`config.mk`:
```
export PLATFORM = sky130hd
export DESIGN_NAME = config_adder_tree_pipelined
export DESIGN_NICKNAME = d
export VERILOG_FILES = /design/src/rtl/config_adder_pkg.sv /design/src/rtl/config_adder_tree_stage.sv /design/src/rtl/config_adder_tree_pipelined.sv
export SDC_FILE = /design/constraint.sdc
export NUM_CORES = 1
export LEC_CHECK = 0
export ABC_AREA = 1
export ABC_CLOCK_PERIOD_IN_PS = 4100
export CAP_MARGIN = 25
export CORE_UTILIZATION = 55
export DETAILED_ROUTE_END_ITERATION = 16
export PLACE_DENSITY = 0.79
export SYNTH_ARGS = -nofsm -noshare
export SYNTH_HDL_FRONTEND = slang
export SYNTH_SLANG_ARGS = --single-unit
```
`constraint.sdc`:
```
create_clock -name clk_i -period 4.1 [get_ports clk_i]
set_clock_uncertainty 0.2 [all_clocks]
set_input_delay 0.82 -clock clk_i [delete_from_list [all_inputs] [get_ports clk_i]]
set_output_delay 0.82 -clock clk_i [all_outputs]
set_load 0.1 [all_outputs]
```
`src/rtl/config_adder_pkg.sv`:
```
// Shared lane-mode encoding and width helpers for the configurable adder tree.
// Encoding 2'b11 is reserved and is treated as full width everywhere.
package config_adder_pkg;

    typedef enum logic [1:0] {
        MODE_FULL    = 2'b00,
        MODE_HALF    = 2'b01,
        MODE_QUARTER = 2'b10
    } mode_e;

    function automatic int lane_count(input logic [1:0] mode);
        case (mode)
            MODE_HALF:    return 2;
            MODE_QUARTER: return 4;
            default:      return 1;
        endcase
    endfunction

    // Quarter lanes grow one bit per layer, so the packed word grows four.
    function automatic int out_width(input int p, input int n);
        return p + 4 * $clog2(n);
    endfunction

endpackage

```
`src/rtl/config_adder_tree_stage.sv`:
```
// LAYERS combinational lane-wise pairwise-add layers followed by one pipeline
// register slot (data, mode, valid) with a valid/ready handshake.
module config_adder_tree_stage
    import config_adder_pkg::*;
#(
    parameter int N_IN   = 8,
    parameter int W_IN   = 8,
    parameter int LAYERS = 1,
    localparam int N_OUT = N_IN >> LAYERS,
    localparam int W_OUT = W_IN + 4 * LAYERS
) (
    input  logic             i_clk,
    input  logic             i_rst_n,
    input  logic [W_IN-1:0]  i_data [N_IN],
    input  logic [1:0]       i_mode,
    input  logic             i_valid,
    output logic             o_ready,
    output logic [W_OUT-1:0] o_data [N_OUT],
    output logic [1:0]       o_mode,
    output logic             o_valid,
    input  logic             i_ready
);

    localparam int HI = W_IN / 2;
    localparam int QI = W_IN / 4;
    localparam int HO = W_OUT / 2;
    localparam int QO = W_OUT / 4;

    // Sign-extend every lane to its output-lane width up front; the widened
    // lanes can hold the sum of all inputs, so later adds never overflow.
    function automatic logic [W_OUT-1:0] f_widen(input logic [W_IN-1:0] d,
                                                 input logic [1:0] m);
        logic [W_OUT-1:0] r;
        r = '0;
        case (m)
            MODE_HALF: begin
                for (int j = 0; j < 2; j++)
                    r[j*HO +: HO] = HO'($signed(d[j*HI +: HI]));
            end
            MODE_QUARTER: begin
                for (int j = 0; j < 4; j++)
                    r[j*QO +: QO] = QO'($signed(d[j*QI +: QI]));
            end
            default: r = W_OUT'($signed(d));
        endcase
        return r;
    endfunction

    // Lane-wise add; each lane sum is truncated to its own field, so carries
    // never reach the neighbouring lane.
    function automatic logic [W_OUT-1:0] f_add(input logic [W_OUT-1:0] a,
                                               input logic [W_OUT-1:0] b,
                                               input logic [1:0] m);
        logic [W_OUT-1:0] r;
        r = '0;
        case (m)
            MODE_HALF: begin
                for (int j = 0; j < 2; j++)
                    r[j*HO +: HO] = a[j*HO +: HO] + b[j*HO +: HO];
            end
            MODE_QUARTER: begin
                for (int j = 0; j < 4; j++)
                    r[j*QO +: QO] = a[j*QO +: QO] + b[j*QO +: QO];
            end
            default: r = a + b;
        endcase
        return r;
    endfunction

    logic [W_OUT-1:0] w_sum  [N_OUT];
    logic [W_OUT-1:0] r_data [N_OUT];
    logic [1:0]       r_mode;
    logic             r_valid;

    always_comb begin
        logic [W_OUT-1:0] w_node [N_IN];
        for (int i = 0; i < N_IN; i++)
            w_node[i] = f_widen(i_data[i], i_mode);
        for (int l = 0; l < LAYERS; l++)
            for (int i = 0; i < (N_IN >> (l + 1)); i++)
                w_node[i] = f_add(w_node[2*i], w_node[2*i+1], i_mode);
        for (int i = 0; i < N_OUT; i++)
            w_sum[i] = w_node[i];
    end

    // Slot accepts when empty or when its content leaves this cycle.
    assign o_ready = !r_valid || i_ready;

    always_ff @(posedge i_clk or negedge i_rst_n) begin
        if (!i_rst_n) begin
            r_valid <= 1'b0;
            r_mode  <= 2'b00;
            r_data  <= '{default: '0};
        end else if (o_ready) begin
            r_valid <= i_valid;
            if (i_valid) begin
                r_data <= w_sum;
                r_mode <= i_mode;
            end
        end
    end

    assign o_data  = r_data;
    assign o_mode  = r_mode;
    assign o_valid = r_valid;

endmodule

```
`src/rtl/config_adder_tree_pipelined.sv`:
```
// Pipelined multi-precision adder tree: STAGES register slots, each holding up
// to REG_EVERY adder layers, chained with a stall-propagating handshake.
module config_adder_tree_pipelined
    import config_adder_pkg::*;
#(
    parameter int INPUTS_AMOUNT = 8,
    parameter int P             = 8,
    parameter int REG_EVERY     = 1,
    localparam int LOG2N  = $clog2(INPUTS_AMOUNT),
    localparam int OUT_W  = out_width(P, INPUTS_AMOUNT),
    localparam int STAGES = (LOG2N + REG_EVERY - 1) / REG_EVERY
) (
    input  logic             clk_i,
    input  logic             rst_ni,
    input  logic [P-1:0]     data_i [INPUTS_AMOUNT],
    input  logic [1:0]       mode_i,
    input  logic             valid_i,
    output logic             ready_o,
    output logic [OUT_W-1:0] sum_o,
    output logic [1:0]       mode_o,
    output logic             valid_o,
    input  logic             ready_i
);

    // Handshake: a beat moves across link k when w_valid[k] && w_ready[k].
    // Producers hold data/mode stable while valid is high and ready is low;
    // ready flows backwards combinationally, so ready_o follows ready_i.
    logic       w_valid [STAGES+1];
    logic       w_ready [STAGES+1];
    logic [1:0] w_mode  [STAGES+1];

    assign w_valid[0]      = valid_i;
    assign w_mode[0]       = mode_i;
    assign ready_o         = w_ready[0];
    assign w_ready[STAGES] = ready_i;
    assign valid_o         = w_valid[STAGES];
    assign mode_o          = w_mode[STAGES];

    for (genvar s = 0; s < STAGES; s++) begin : g_stage
        localparam int REM = LOG2N - s * REG_EVERY;
        localparam int LAY = (REM < REG_EVERY) ? REM : REG_EVERY;
        localparam int NI  = INPUTS_AMOUNT >> (s * REG_EVERY);
        localparam int WI  = P + 4 * s * REG_EVERY;

        logic [WI-1:0]       w_in  [NI];
        logic [WI+4*LAY-1:0] w_out [NI >> LAY];

        if (s == 0) begin : g_head
            assign w_in = data_i;
        end else begin : g_link
            for (genvar i = 0; i < NI; i++) begin : g_cp
                assign w_in[i] = g_stage[s-1].w_out[i];
            end
        end

        config_adder_tree_stage #(
            .N_IN   (NI),
            .W_IN   (WI),
            .LAYERS (LAY)
        ) u_stage (
            .i_clk   (clk_i),
            .i_rst_n (rst_ni),
            .i_data  (w_in),
            .i_mode  (w_mode[s]),
            .i_valid (w_valid[s]),
            .o_ready (w_ready[s]),
            .o_data  (w_out),
            .o_mode  (w_mode[s+1]),
            .o_valid (w_valid[s+1]),
            .i_ready (w_ready[s+1])
        );
    end

    // The last stage already produces one word in the OUT_W lane layout.
    assign sum_o = g_stage[STAGES-1].w_out[0];

endmodule
```
Yosys cells after proc, flatten, opt, wreduce, memory -nomap -nowiden
Index checks and enable logic that the tools add are counted.
{"block": "op_classes", "n_addsub": 49, "n_eq_ne": 6, "mux": 21, "reduce_logical": 9}
{"op": "$pmux W10 S2", "count": 8}
{"op": "$pmux W14 S2", "count": 4}
{"op": "$pmux W12 S2", "count": 4}
{"op": "$pmux W18 S2", "count": 2}
{"op": "$pmux W16 S2", "count": 2}
{"op": "$add A11 B11 Y12", "count": 4}
{"op": "$pmux W20 S2", "count": 1}
{"op": "$add A3 B3 Y3", "count": 12}
{"op": "$add A15 B15 Y16", "count": 2}
{"op": "$add A4 B4 Y4", "count": 6}
{"op": "$add A5 B5 Y6", "count": 4}
{"op": "$add A6 B6 Y6", "count": 4}
{"op": "$add A19 B19 Y20", "count": 1}
{"op": "$add A7 B7 Y8", "count": 2}
{"op": "$add A8 B8 Y8", "count": 2}
{"op": "$add A5 B5 Y5", "count": 3}
{"op": "$add A2 B2 Y3", "count": 4}
{"op": "$add A10 B10 Y10", "count": 1}
{"op": "$add A9 B9 Y10", "count": 1}
{"op": "$add A3 B3 Y4", "count": 2}
{"op": "$eq A2 B1 Y1 const B", "count": 3}
{"op": "$eq A2 B2 Y1 const B", "count": 3}
{"op": "$reduce_and A2 Y1", "count": 3}
{"op": "$add A4 B4 Y5", "count": 1}
{"op": "2 further kinds", "count": 6}
{"block": "word_totals", "regBits": 109, "input_bits": 70, "word_cells": 98}

Logic depth before layout (Yosys ltp)
Gate-level depths: netlist (run 1).
{"block": "logic_depth", "word_depth": 5, "ltp_mapped": 23, "mapped_depth_nobuf": 23}

By module
A second synthesis (run 1) with hierarchy kept.
{"block": "unflattened", "hier_cells": 2243, "area_unflattened_um2": 13716.9}
{"module": "config_adder_tree_stage at g_stage[0].u_stage", "n_inst": 1, "cells_each": 993, "area_each_um2": 6178.4, "seq_area_each_um2": 1276.2}
{"module": "config_adder_tree_stage at g_stage[1].u_stage", "n_inst": 1, "cells_each": 757, "area_each_um2": 4596.9, "seq_area_each_um2": 875.8}
{"module": "config_adder_tree_stage at g_stage[2].u_stage", "n_inst": 1, "cells_each": 493, "area_each_um2": 2941.6, "seq_area_each_um2": 575.6}

Worst setup path before layout (run 1)
Ideal clock, no wire load.
{"block": "synth_timing", "kind": "input to register", "startpoint": "in mode_i[0]", "endpoint": "reg g_stage[0].u_stage.r_data, in the netlist g_stage[0].u_stage.o_data[34]", "t_arrival_ns": 3.311, "slack_ns": 0.507, "path_stages": 19, "n_path_buf": 2, "path_cell_list": "inv_1 -> ha_1 -> buf_2 -> inv_2 -> nand2_1 -> inv_1 -> nor2_2 -> inv_1 -> buf_2 -> nand2_1 -> o21ai_0 -> ha_1 -> fa_1 -> nand2_1 -> nand2_1 -> a21oi_1 -> o21ai_0 -> a21o_1 -> a31oi_1"}
{"block": "synth_between", "elab_chain_cells": 4, "word_cells_on_any_way": 8}
{"item": "start, declared", "line_no": "config_adder_tree_pipelined.sv:16", "rtl": "input logic [1:0] mode_i,"}
{"item": "$eq A2 B2 Y1 or $eq A2 B1 Y1 (tied branches)", "line_no": "config_adder_tree_stage.sv:35, config_adder_tree_stage.sv:56"}
{"item": "$pmux W10 S2", "line_no": "config_adder_tree_stage.sv:35", "rtl": "case (m)"}
{"item": "$add A11 B11 Y12 (tied with other cells)", "line_no": "config_adder_tree_stage.sv:65", "rtl": "default: r = a + b;"}
{"item": "$pmux W12 S2 *", "line_no": "config_adder_tree_stage.sv:56", "rtl": "case (m)"}
{"item": "end signal, assigned", "line_no": "config_adder_tree_stage.sv:97", "rtl": "r_data <= w_sum;"}
{"item": "end, declared", "line_no": "config_adder_tree_stage.sv:71", "rtl": "logic [W_OUT-1:0] r_data [N_OUT];"}
Mark *: on every way between the ends. The rest lies on a longest branch, timed or not.
A chain may end at the register's enable or synchronous reset.

Worst setup path in the final report (run 1)
Same ends and word-level chain as after synthesis.

==> reports/results.txt, run 1 <==
The run finished with clean final reports. In this run the cell area of the synthesized design comes to 12,740 um^2. Among all flip-flop cells after synthesis, the most frequent one is sky130_fd_sc_hd__dfrtp_1.

The detail route stage leaves a number of antenna-violating nets equal to 0. The largest vdd supply drop was 0.4710 mV. Entering global routing, the biggest net connects 60 pins.

TritonCTS built the clock tree. The post-synthesis cell type count is 51. The tools report the signal arrival time at the worst endpoint as 3950 ps. The nature of the critical path startpoint was an input pin. The signal on the critical path passes through clkdlybuf4s50_1 -> inv_1 -> ha_4 -> inv_2 -> nand2_1 -> inv_1 -> nor2_4 -> clkinvlp_4 -> nand2_1 -> o21ai_0 -> ha_1 -> fa_1 -> nand2_1 -> nand2_1 -> a21oi_2 -> o21ai_0 -> a21o_1 -> a31oi_1.

The master cell of the clock root buffer was sky130_fd_sc_hd__clkbuf_16. Clock-pin slew was measured on the worst setup and hold paths at 90 ps. The post-place instance area is 14,410 um^2, and the antenna diode instance count is 0. The number of H-tree levels came out at 3. After detailed routing, the number of vias per cell comes to 5.720. In this run the power density over the cells is 802.2 nW/um^2.

The via total after detailed routing was 13,880. The number of failing setup endpoints in the final timing report was 0. In this run the post-CTS setup repair buffer count came out at 0. The post-route cell area was 14,770 um^2; the growth of design area from synthesis to finish was 15.90%. After floorplanning, the core was divided into 55 placement rows. The total track usage is 0.3284, and the total of buffers placed on input and output ports is 93. Summed over all layers, the routed wires come to 38,190 um. In this run the static leakage power is 7.641 nW. The area of the die is 23,780 um^2.

The tools report the initial antenna violation count as 0. The tools report the post-synth net total as 2,213. The achievable frequency is 258.7 MHz. The half-perimeter wire length of the detailed placement result was 30,210 um; the via count of the first global-routing pass was 13,230.

Max-cap violations in this run came to 0. The run gives 370 ps as the later-pin clock latency in the skew report. The max-slew violation total from the final report is 0. For the number of buffers created by CTS, the log shows 9. In the routed design, unresolved DRC markers number 0. The clock passes through at most 2 buffers. The run gives 0.5611 as the starting density of the core. For the overall overflow remaining after global route, the log shows 0. The clock net sink count is 109, and the average detailed-routed wire length per instance is 15.74 um.

The number of enable flip-flop cells after synthesis works out to 0. Counting I/O delays and the setup requirement, the final critical path takes 3866 ps. For this run, the detailed router's first-pass iteration total came to 5. For the count of routing violations after the opening detailed-route iteration, the log shows 1,193.

The fraction of the yosys area taken by sequential cells was 0.2141; the fraction of synthesis flops using an asynchronous set or reset pin was 1.000. Weighted congestion reported at the end of routability-driven placement: 0.9961. The number of buffers and inverters on the critical path is 5. The run gives 2,338 as the layout net count.

The fraction of layout cells with a size suffix above 1 is 0.07096. The first-pass GRT wire length is 63,360 um, and the core occupancy in the finished layout is 0.6503. For the total power after layout, the log shows 11.85 mW. The worst setup path is of the in -> reg kind. For this run, the number of Yosys warnings is 0. Averaged over all synthesized cells, the footprint is 6.333 um^2. The maximum fanout along the worst path was 6; the headroom to the max-slew limit was 0.3459.

The largest single stage delay on the critical path is 500 ps. The tools report the number of hold-slack violations in the final timing report as 0. STA classifies the critical path endpoint as a register.

The master of the slowest instance on the critical path is sky130_fd_sc_hd__clkdlybuf4s50_1. For this design the top-level I/O count stands at 94. Setup repair after global routing left no endpoint under its margin.

The flop and latch count out of synthesis works out to 109. The worst hold path belongs to the class reg -> reg. The core region is 22,710 um^2.

STA puts the critical path data required time at 4180 ps. The die height was 154.2 um; the number of instances in the synthesized netlist was 2,012. The die is 154.2 um wide. The transition at the pin with the smallest max-transition slack works out to 978.0 ps. On the critical path the largest part of the delay comes from buffers and inverters. Most frequent cell on the critical path: sky130_fd_sc_hd__nand2_1. The share of the cycle needed by the critical path after routing works out to 0.9429.
==> placed cells by master, fill, tap and decap left out, types with 3 or more instances in the layout <==
cell type and n:
sky130_fd_sc_hd__nand2_1 479, sky130_fd_sc_hd__inv_1 303, sky130_fd_sc_hd__nor2_1 193, sky130_fd_sc_hd__o21ai_0 173, sky130_fd_sc_hd__a21oi_1 172, sky130_fd_sc_hd__nand3_1 125
sky130_fd_sc_hd__dfrtp_1 109, sky130_fd_sc_hd__ha_1 98, sky130_fd_sc_hd__buf_4 92, sky130_fd_sc_hd__clkdlybuf4s50_1 91, sky130_fd_sc_hd__o22ai_1 49, sky130_fd_sc_hd__fa_1 32
sky130_fd_sc_hd__a22oi_1 19, sky130_fd_sc_hd__a31oi_1 18, sky130_fd_sc_hd__o211ai_1 15, sky130_fd_sc_hd__nand4_1 15, sky130_fd_sc_hd__xor2_1 12, sky130_fd_sc_hd__a221o_1 11
sky130_fd_sc_hd__xnor2_1 10, sky130_fd_sc_hd__nor3_1 10, sky130_fd_sc_hd__clkbuf_16 9, sky130_fd_sc_hd__inv_2 8, sky130_fd_sc_hd__nand3b_1 8, sky130_fd_sc_hd__and2_1 7
sky130_fd_sc_hd__or2_2 7, sky130_fd_sc_hd__o21ai_1 7, sky130_fd_sc_hd__nor2_2 6, sky130_fd_sc_hd__o21bai_1 5, sky130_fd_sc_hd__a21o_1 5, sky130_fd_sc_hd__nor2_4 4
sky130_fd_sc_hd__o21a_1 4, sky130_fd_sc_hd__o21ai_2 4, sky130_fd_sc_hd__clkinvlp_4 3, sky130_fd_sc_hd__o221ai_1 3, sky130_fd_sc_hd__a21oi_2 3, sky130_fd_sc_hd__nor3b_1 3
sky130_fd_sc_hd__inv_8 3
==> tightest hold or removal path, stage by stage, from the launching register on <==
cell                      delay, ps
sky130_fd_sc_hd__dfrtp_1        350
sky130_fd_sc_hd__nand2_1         50
sky130_fd_sc_hd__nand2_1         50
==> final cells by class <==
type	instances	area [um^2]
Clock buffer	9	225.2
Clock inverter	7	75.07
Fill cell	2088	7941
Inverter	312	1175
Multi-Input combinational cell	1519	8559
Sequential cell	109	2728
Tap cell	285	356.6
Timing Repair Buffer	185	1642
Timing Repair inverter	1	7.507
==> layer usage <==
layer  track usage  part of all wire  up-vias
met4        0.1495             0.042        0
met2        0.5788              0.48      558
met1        0.4050              0.42     6343
met3       0.03278             0.061      109
li1              -                 -     6872
met5             0                 0        -
==> logic make-up after synthesis <==
kind of cell	count (synthesis)	synth area share
simple gates	865	0.2825
compound gates	501	0.2228
buf+inv	384	0.1180
fa+ha+maj	131	0.1475
flops	109	0.2141
xor+xnor	22	0.01512
==> what timing repair did <==
action | 4_1_cts | 5_1_grt
resized for setup | 0 | 10
endpoints found under the hold margin | 0 | 0
endpoints found under the setup margin | 0 | 13
hold buffers | 0 | 0
==> synth_stat cells, types with 18 or more instances <==
library cell	count	area, um^2
sky130_fd_sc_hd__a22oi_1	20	150.1
sky130_fd_sc_hd__nand2_1	480	1802
sky130_fd_sc_hd__dfrtp_1	109	2728
sky130_fd_sc_hd__nor2_1	193	724.4
sky130_fd_sc_hd__nand3_1	125	625.6
sky130_fd_sc_hd__buf_2	33	165.2
sky130_fd_sc_hd__ha_1	99	1239
sky130_fd_sc_hd__a31oi_1	18	112.6
sky130_fd_sc_hd__a21oi_1	175	875.8
sky130_fd_sc_hd__fa_1	32	640.6
sky130_fd_sc_hd__o22ai_1	49	306.5
sky130_fd_sc_hd__clkbuf_1	28	105.1
sky130_fd_sc_hd__inv_1	304	1141
sky130_fd_sc_hd__o21ai_0	173	865.8
==> registers in the layout, indices dropped and copies added (netlist names) <==
name / flops
g_stage.u_stage.o_data: 100
g_stage.u_stage.o_mode: 6
g_stage.u_stage.o_valid: 3
==> metrics by stage <==
stage                     setup slack (ps)  TNS (ps)  cells  hold WS [ps]
after global placement               16.91         0   2410         255.3
after global routing                 4.355         0   2427         318.6
final                                234.2         0   2427         280.1
after CTS                            179.7         0   2426         288.4
after detailed placement            -130.3    -483.5   2410         264.8
after floorplan                      507.1         0   2012         247.7
==> final timing paths <==
kind | start | endpoint | slack [ps] | cells after the start
setup / recovery | mode_i[0] | g_stage[0].u_stage.o_data[34] | 230 | 18
hold / removal | g_stage[2].u_stage.o_data[13] | g_stage[2].u_stage.o_data[13] | 280 | 2
setup reg to reg | g_stage[1].u_stage.o_mode[0] | g_stage[2].u_stage.o_data[18] | 320 | 17
hold reg to reg | g_stage[2].u_stage.o_data[13] | g_stage[2].u_stage.o_data[13] | 280 | 2
max in group asynchronous | rst_ni | g_stage[0].u_stage.o_data[22] | 2510 | 2
min in group asynchronous | rst_ni | g_stage[2].u_stage.o_mode[1] | 310 | 1
==> where the power goes <==
group | leakage (nW) | internal [mW] | switching (mW)
sequential | 1.30 | 1.49 | 0.277
clock | 0.145 | 0.435 | 0.472
combinational | 6.20 | 3.10 | 6.08
No activity file was read; power rests on OpenSTA's default activity.
==> run 2, diff against run 1 <==
--- a/config.mk
+++ b/config.mk
@@ -10,7 +10,8 @@
 export CAP_MARGIN = 25
 export CORE_UTILIZATION = 55
 export DETAILED_ROUTE_END_ITERATION = 16
-export PLACE_DENSITY = 0.79
+export PLACE_DENSITY = 0.78
 export SYNTH_ARGS = -nofsm -noshare
 export SYNTH_HDL_FRONTEND = slang
+export SYNTH_HIERARCHICAL = 1
 export SYNTH_SLANG_ARGS = --single-unit
==> reports/results.txt, run 2 <==
The half-perimeter wire length of the detailed placement result is 33,420 um, and the number of enable flip-flop cells after synthesis is 0. The commonest cells after synthesis are 672 x sky130_fd_sc_hd__nand2_1, 350 x sky130_fd_sc_hd__inv_1, 206 x sky130_fd_sc_hd__nor2_1. The remaining design rule violation count came out at 0. The logs give 8.357 nW for the reported leakage power and 0 for the total of hold buffers inserted after clock tree synthesis. Counting along the longest clock path gives a buffer depth of 2. The share of synthesized cell area in and, or, nand and nor gates works out to 0.3457.

The tools report the type of destination of the critical path as a register. The filler cell count is 2,371. Yosys printed 6 warnings. Wires add up to 41,910 um. The repair_antennas step left the layout with diodes totalling 0. The flow ran to the end, and the final reports show no timing, DRC or antenna violations. The tools report the nature of the critical path startpoint as an input pin.

The tightest min-delay check is of the in -> async type. The number of H-tree levels is 3, and the transition at the pin with the smallest max-transition slack is 986.2 ps. The multiplexer share of the synthesized area is 0. The fraction of layout cells with a size suffix above 1 is 0.06873, and the number of instances in the synthesized netlist is 2,243. Number of non-filler instances in the completed layout: 2,652.

The number of hold-slack violations in the final timing report came out at 0. The headroom to the max-slew limit is 0.3405, and the setup slack after placement is 15.28 ps. The run gives 0.5624 as the starting density of the core. The worst register-to-register path begins at g_stage[0].u_stage/o_mode[0]. The run gives 0 as the initial antenna violation count. The logs give 2,444 for the post-synth net total and 380 ps for the later-pin clock latency in the skew report. Largest net degree at the start of global routing: 62.

Setup repair after global routing left no endpoint under its margin. The register with the most flip-flops in the layout has 100 of them. The max capacitance violation total is 0, and the total of buffers placed on input and output ports is 93. Signal arrival time at the worst endpoint: 3850 ps.

The die span in x works out to 159.9 um. After synthesis, the largest family of logic cells by area is simple AND/OR/NAND/NOR gates. Global routing finished with a remaining overflow of 0. The clock group share of total power is 0.080, and the average detailed-routed wire length per instance is 15.80 um.

After clock tree synthesis, the setup repair step added 0 buffers. For this design, the sink count on the clock tree is 109. The initialized floorplan defines 57 standard-cell rows. The run gives 69,110 um as the first-pass GRT wire length. The run gives 440 ps as the worst reg-to-reg setup slack. The most used standard cell by instance count after synthesis was sky130_fd_sc_hd__nand2_1.

For the fraction of the yosys area taken by sequential cells, the log shows 0.1989. After layout, the design draws a total of 11.89 mW. Data on the critical path is required at its endpoint by 4200 ps.

The number of clock buffers added by TritonCTS is 9. The number of instances resized during post-cts repair is 0, and the flop and latch count out of synthesis is 109. The top cell types in the final layout, fill and taps aside, are 672 x sky130_fd_sc_hd__nand2_1, 350 x sky130_fd_sc_hd__inv_1, 206 x sky130_fd_sc_hd__nor2_1. The cell count after placement was 2,636. After the first detailed-routing iteration, the DRC count stood at 1,253.

Fraction of the mapped netlist area in compound gates: 0.1686. Summing all multi-input logic gate instances after layout gives 9179 um^2. The clock transition at the register clock pins on the worst setup and hold paths after CTS is 90 ps. Hold is met by 268.8 ps.

Setup violations remaining at the end of the flow were counted as 0. The tools report the master cell of the clock root buffer as sky130_fd_sc_hd__clkbuf_16. The run gives 0.155 as the share of power burned in registers. Internal portion of total power: 4.907 mW.

The total power density per cell area is 776.4 nW/um^2, and the via count of the first global-routing pass is 13,750. The fraction of power spent switching nets was 0.5875. The setup TNS was 0 ps. In this run the critical register-to-register path is captured at g_stage[1].u_stage/o_data[15]. The tools report the net load switching power as 6.987 mW. The area share of fa/ha/maj cells after synthesis came out at 0.1370. For the weighted congestion reported at the end of routability-driven placement, the log shows 0.9840. For this run, the leading register cell type out of synthesis is sky130_fd_sc_hd__dfrtp_1. The first detailed-routing pass took 6 iterations. After synthesis, the mean cell area works out to 6.115 um^2.

The maximum fanout along the worst path came out at 23. In this run the standard cell core region covers 24,390 um^2. Synthesis instantiated 50 different standard cells from the library. The growth of design area from synthesis to finish is 11.68%, and the layout net count is 2,524.

The worst setup path category was in -> reg. The total track usage came out at 0.3330. The clock period minus final worst setup slack was 3752 ps; the via total after detailed routing was 14,690. TritonCTS built the clock tree. The share of the cycle needed by the critical path after routing was 0.9151. By area the synthesized netlist is led by sky130_fd_sc_hd__dfrtp_1 20%, sky130_fd_sc_hd__nand2_1 18%, sky130_fd_sc_hd__inv_1 9.6%.

The library cell used most frequently in the layout, excluding fill and tap cells, is sky130_fd_sc_hd__nand2_1. The tools report the flip-flop and latch area as 2728 um^2. Xor and xnor fraction of the mapped netlist area: 0.01788. VDD sags by at most 0.6547 mV. Using the TritonRoute via totals, the vias-per-cell ratio works out to 5.538. Fraction of synthesis flops using an asynchronous set or reset pin: 1.000.

Across all setup checks in the final design, the least slack found is 347.9 ps. The max-slew violation total from the final report is 0. Static timing analysis puts the maximum clock frequency at 266.5 MHz.

Once detail routing completed, the nets flagged for antenna violations numbered 0. The number of cells on the worst reg-to-reg path is 19, and the top-area cell type share of the netlist area is 0.1989. The area of the mapped netlist was 13,720 um^2; the logic gate share of total power was 0.765.

In this run the vertical extent of the chip is 159.9 um. For this design the top-level I/O count stands at 94. The die covers 25,580 um^2.

Cell taking the most area after synthesis: sky130_fd_sc_hd__dfrtp_1.
[run 2: power groups by stage]
stage	Clock, mW	Sequential (mW)	Combinational [mW]
3_5_place_dp	0	1.86	8.95
3_3_place_gp	0	1.84	8.83
5_1_grt	0.999	1.88	10.2
2_1_floorplan	0	2.47	6.20
6_report	0.950	1.84	9.10
4_1_cts	0.969	1.84	9.00
[run 2: layout make-up]
| class | count | share of cell area |
|---|---|---|
| Timing Repair Buffer | 133 | 0.08250 |
| Inverter | 378 | 0.09295 |
| Clock inverter | 7 | 0.006126 |
| Multi-Input combinational cell | 1692 | 0.5992 |
| Sequential cell | 109 | 0.1781 |
| Tap cell | 324 | 0.02646 |
| Clock buffer | 9 | 0.01470 |
[run 2: critical path, stage by stage]
cell and delay [ps]:
sky130_fd_sc_hd__clkdlybuf4s50_1 480, sky130_fd_sc_hd__inv_1 70, sky130_fd_sc_hd__ha_1 380, sky130_fd_sc_hd__inv_2 150, sky130_fd_sc_hd__buf_4 260, sky130_fd_sc_hd__nor2_1 90
sky130_fd_sc_hd__nor3_1 380, sky130_fd_sc_hd__ha_1 350, sky130_fd_sc_hd__nand2_1 150, sky130_fd_sc_hd__inv_1 70, sky130_fd_sc_hd__a21oi_1 220, sky130_fd_sc_hd__nor2_1 90
sky130_fd_sc_hd__o21ai_2 150, sky130_fd_sc_hd__inv_2 40, sky130_fd_sc_hd__a21oi_2 130
[run 2: per-layer routing]
layer  routed length (um)  vias to the layer above  part of all wire  track usage
met5                    0                        -                 0            0
met4                  991                        0             0.024      0.09740
met3                 2504                       54             0.060      0.03195
met2                19480                      523              0.46       0.5591
met1                18940                     6799              0.45       0.4538
li1                     -                     7311                 -            -
[run 2: cells by family after synthesis]
family,count (synthesis)
compound gates,412
xor+xnor,28
fa+ha+maj,131
buf+inv,442
flops,109
simple gates,1121
[run 2: how the worst max path moves through the flow]
stage               depth (start not counted)       from                            end
floorplan                                  14  mode_i[0]  g_stage[0].u_stage/o_data[44]
global placement                           15  mode_i[0]  g_stage[0].u_stage/o_data[45]
detailed placement                         15  mode_i[0]  g_stage[0].u_stage/o_data[45]
CTS                                        15  mode_i[0]  g_stage[0].u_stage/o_data[45]
global route                               15  mode_i[0]  g_stage[0].u_stage/o_data[33]
finish                                     15  mode_i[0]  g_stage[0].u_stage/o_data[45]
[run 2: through the flow]
step,util,instance area [um^2]
final,0.6280,15320
after global routing,0.6280,15320
after CTS,0.6280,15320
after detailed placement,0.6150,15000
after global placement,0.6150,15000
after floorplan,-,13720
==> run 3, diff against run 2 <==
--- a/config.mk
+++ b/config.mk
@@ -8,9 +8,9 @@
 export ABC_AREA = 1
 export ABC_CLOCK_PERIOD_IN_PS = 4100
 export CAP_MARGIN = 25
-export CORE_UTILIZATION = 55
+export CORE_UTILIZATION = 35
 export DETAILED_ROUTE_END_ITERATION = 16
-export PLACE_DENSITY = 0.78
+export PLACE_DENSITY = 0.55
 export SYNTH_ARGS = -nofsm -noshare
 export SYNTH_HDL_FRONTEND = slang
 export SYNTH_HIERARCHICAL = 1
==> reports/results.txt, run 3 (same netlist as run 2, synthesis figures left out) <==
The run finished with clean final reports. Before antenna repair, the detailed router went through 5 iterations. Dividing total power by cell area gives a power density of 764.3 nW/um^2.

The master cell of the clock root buffer is sky130_fd_sc_hd__clkbuf_16. The die span in x works out to 200.0 um. Data arrives at the worst endpoint at 3820 ps.

The logs give 44,000 um for the wire length after detailed routing and 0.3549 for the starting density of the core. Clock latency on the worst-skew pair, taken at its later pin, is 370 ps. The final route contains 14,340 vias. Subtracting the final worst setup slack from the clock period gives 3724 ps. In the final routed layout, each cell accounts on average for 15.39 um. For this block, the initial DRC count from the detailed router was 752. STA classifies the critical path endpoint as a register. The worst hold path was traced through 2 stages.

Data required time of the worst path: 4200 ps. The logs give 0 for the initial antenna violation count and 0 for the number of antenna-violating nets in the routed design. For the placeable core area, the log shows 38,650 um^2.

The wire-length estimate of the detail-placed layout is 36,000 um. TritonCTS built the clock tree. The worst setup path category was in -> reg. Worst hold path class: reg -> reg.

The largest vdd supply drop is 0.3193 mV, and the total track usage is 0.2272. Buffers placed on the I/O ports in this run total 93. Buffers inserted to repair hold after CTS numbered 0. Largest net degree at the start of global routing: 56. The count of pins on the block boundary is 94. The library cells used most frequently in the layout, excluding fill and tap cells, are 672 x sky130_fd_sc_hd__nand2_1, 350 x sky130_fd_sc_hd__inv_1, 206 x sky130_fd_sc_hd__nor2_1. In this run the static leakage power is 8.389 nW.

In this run the worst setup path begins at mode_i[0]. The headroom to the max-slew limit is 0.3341. The die is 200.0 um tall.

The share of the cycle needed by the critical path after routing is 0.9082. The worst register-to-register path begins at g_stage[1].u_stage/o_mode[0]. Buffers inserted during clock tree synthesis total 9. The tools report the antenna diode instance count as 0.

In this run the most critical hold path is launched from g_stage[1].u_stage/o_data[30]. Clock tree synthesis found a total of 109 sinks. Once the clock tree was built, the resizer swapped 0 gates to a different size. The flip-flop and latch area came out at 2728 um^2. The initialized floorplan defines 72 standard-cell rows. The growth of design area from synthesis to finish was 13.72%; the layout net count was 2,537. Along the worst path, the maximum fanout reaches 23. Number of failing setup endpoints in the final timing report: 0.

The library cell used most frequently in the layout, excluding fill and tap cells, is sky130_fd_sc_hd__nand2_1. The multi-input combinational cells in the finished layout cover a total of 9179 um^2. Worst hold margin: 278.6 ps. Setup repair after global routing left no endpoint under its margin. The tools report the maximum number of buffers from clock root to sink as 2. Measured in cells, the most critical reg-to-reg path has a length of 21. Clock-pin slew was measured on the worst setup and hold paths at 70 ps. The finished layout holds 2,859 standard cells, fillers aside.

The transition at the pin with the smallest max-transition slack is 995.7 ps, and the area of the die is 39,990 um^2. After detailed routing, the number of vias per cell comes to 5.014. The first global-routing pass estimated 71,840 um of wire. For this run, design rule violations remaining after detail routing come to 0. Based on the critical path, the design can be clocked at up to 268.5 MHz.

The fraction of layout cells with a size suffix above 1 is 0.07347, and the via count of the first global-routing pass is 13,830. The worst setup path is launched from an input pin. The number of hold-slack violations in the final timing report was 0; the cell count after placement was 2,843.

CTS built an H-tree with a depth of 3. The register with the most flip-flops in the layout has 100 of them. The max-slew violation total from the final report is 0, and the post-CTS setup buffer count is 0. The logs give 0.9665 for the weighted congestion reported at the end of routability-driven placement and 4,238 for the filler cell count.

Summed over all layers, the global routing overflow is 0. The tools report the max capacitance violation total as 0.
## run 3: changes by cell type in the layout (fill, tap and decap cells not counted), sizes merged
cell,before,now
clkinvlp,0,1
buf,42,55
clkbuf,9,11
inv,382,379
## run 3: path summary, 6_finish.rpt
path / endpoint / slack (ps)
setup / recovery: g_stage[0].u_stage/o_data[33] / 380
hold / removal: g_stage[1].u_stage/o_data[30] / 280
setup reg to reg: g_stage[2].u_stage/o_data[19] / 400
hold reg to reg: g_stage[1].u_stage/o_data[30] / 280
max in group asynchronous: g_stage[0].u_stage/o_data[35] / 2620
min in group asynchronous: g_stage[2].u_stage/o_data[5] / 300
## run 3: worst max-delay path: stages
cell	delay, ps
sky130_fd_sc_hd__clkdlybuf4s50_1	480
sky130_fd_sc_hd__inv_1	60
sky130_fd_sc_hd__ha_1	370
sky130_fd_sc_hd__inv_2	150
sky130_fd_sc_hd__buf_4	260
sky130_fd_sc_hd__nor2_1	90
sky130_fd_sc_hd__nor3_1	360
sky130_fd_sc_hd__ha_1	360
sky130_fd_sc_hd__nand2_1	140
sky130_fd_sc_hd__nor2_1	70
sky130_fd_sc_hd__o21ai_0	240
sky130_fd_sc_hd__nand3_1	140
sky130_fd_sc_hd__nand2_1	110
sky130_fd_sc_hd__inv_1	40
sky130_fd_sc_hd__a21oi_1	130
## run 3: layer usage
metal,part of all wire,GRT usage
met3,0.030,0.01764
met4,0.023,0.06870
met2,0.46,0.3890
met1,0.48,0.3038
met5,0,0
## run 3: final cells by class
| type | count | area share |
|---|---|---|
| inverter | 378 | 0.09128 |
| clock inverter | 5 | 0.002647 |
| sequential | 109 | 0.1749 |
| tap | 518 | 0.04155 |
| timing repair buffer | 146 | 0.08567 |
| clock buffer | 11 | 0.01556 |
| multi-input combinational | 1692 | 0.5884 |
## run 3: per-stage QoR
stage | setup WS (ps) | util | total power, mW | setup TNS [ps] | cell area, um^2
global placement | 34.73 | 0.3963 | 10.93 | 0 | 15310
finish | 376.3 | 0.4036 | 11.92 | 0 | 15600
floorplan | 769.6 | - | 8.668 | 0 | 13720
CTS | 376.0 | 0.4036 | 11.94 | 0 | 15600
global route | 17.02 | 0.4036 | 13.17 | 0 | 15600
detailed placement | -5.611 | 0.3963 | 10.99 | -5.611 | 15310
## run 3: where the power goes
part / internal [mW] / total, mW / switching (mW)
clock: 0.437 / 0.888 / 0.451
sequential: 1.48 / 1.79 / 0.310
combinational: 3.05 / 9.24 / 6.20
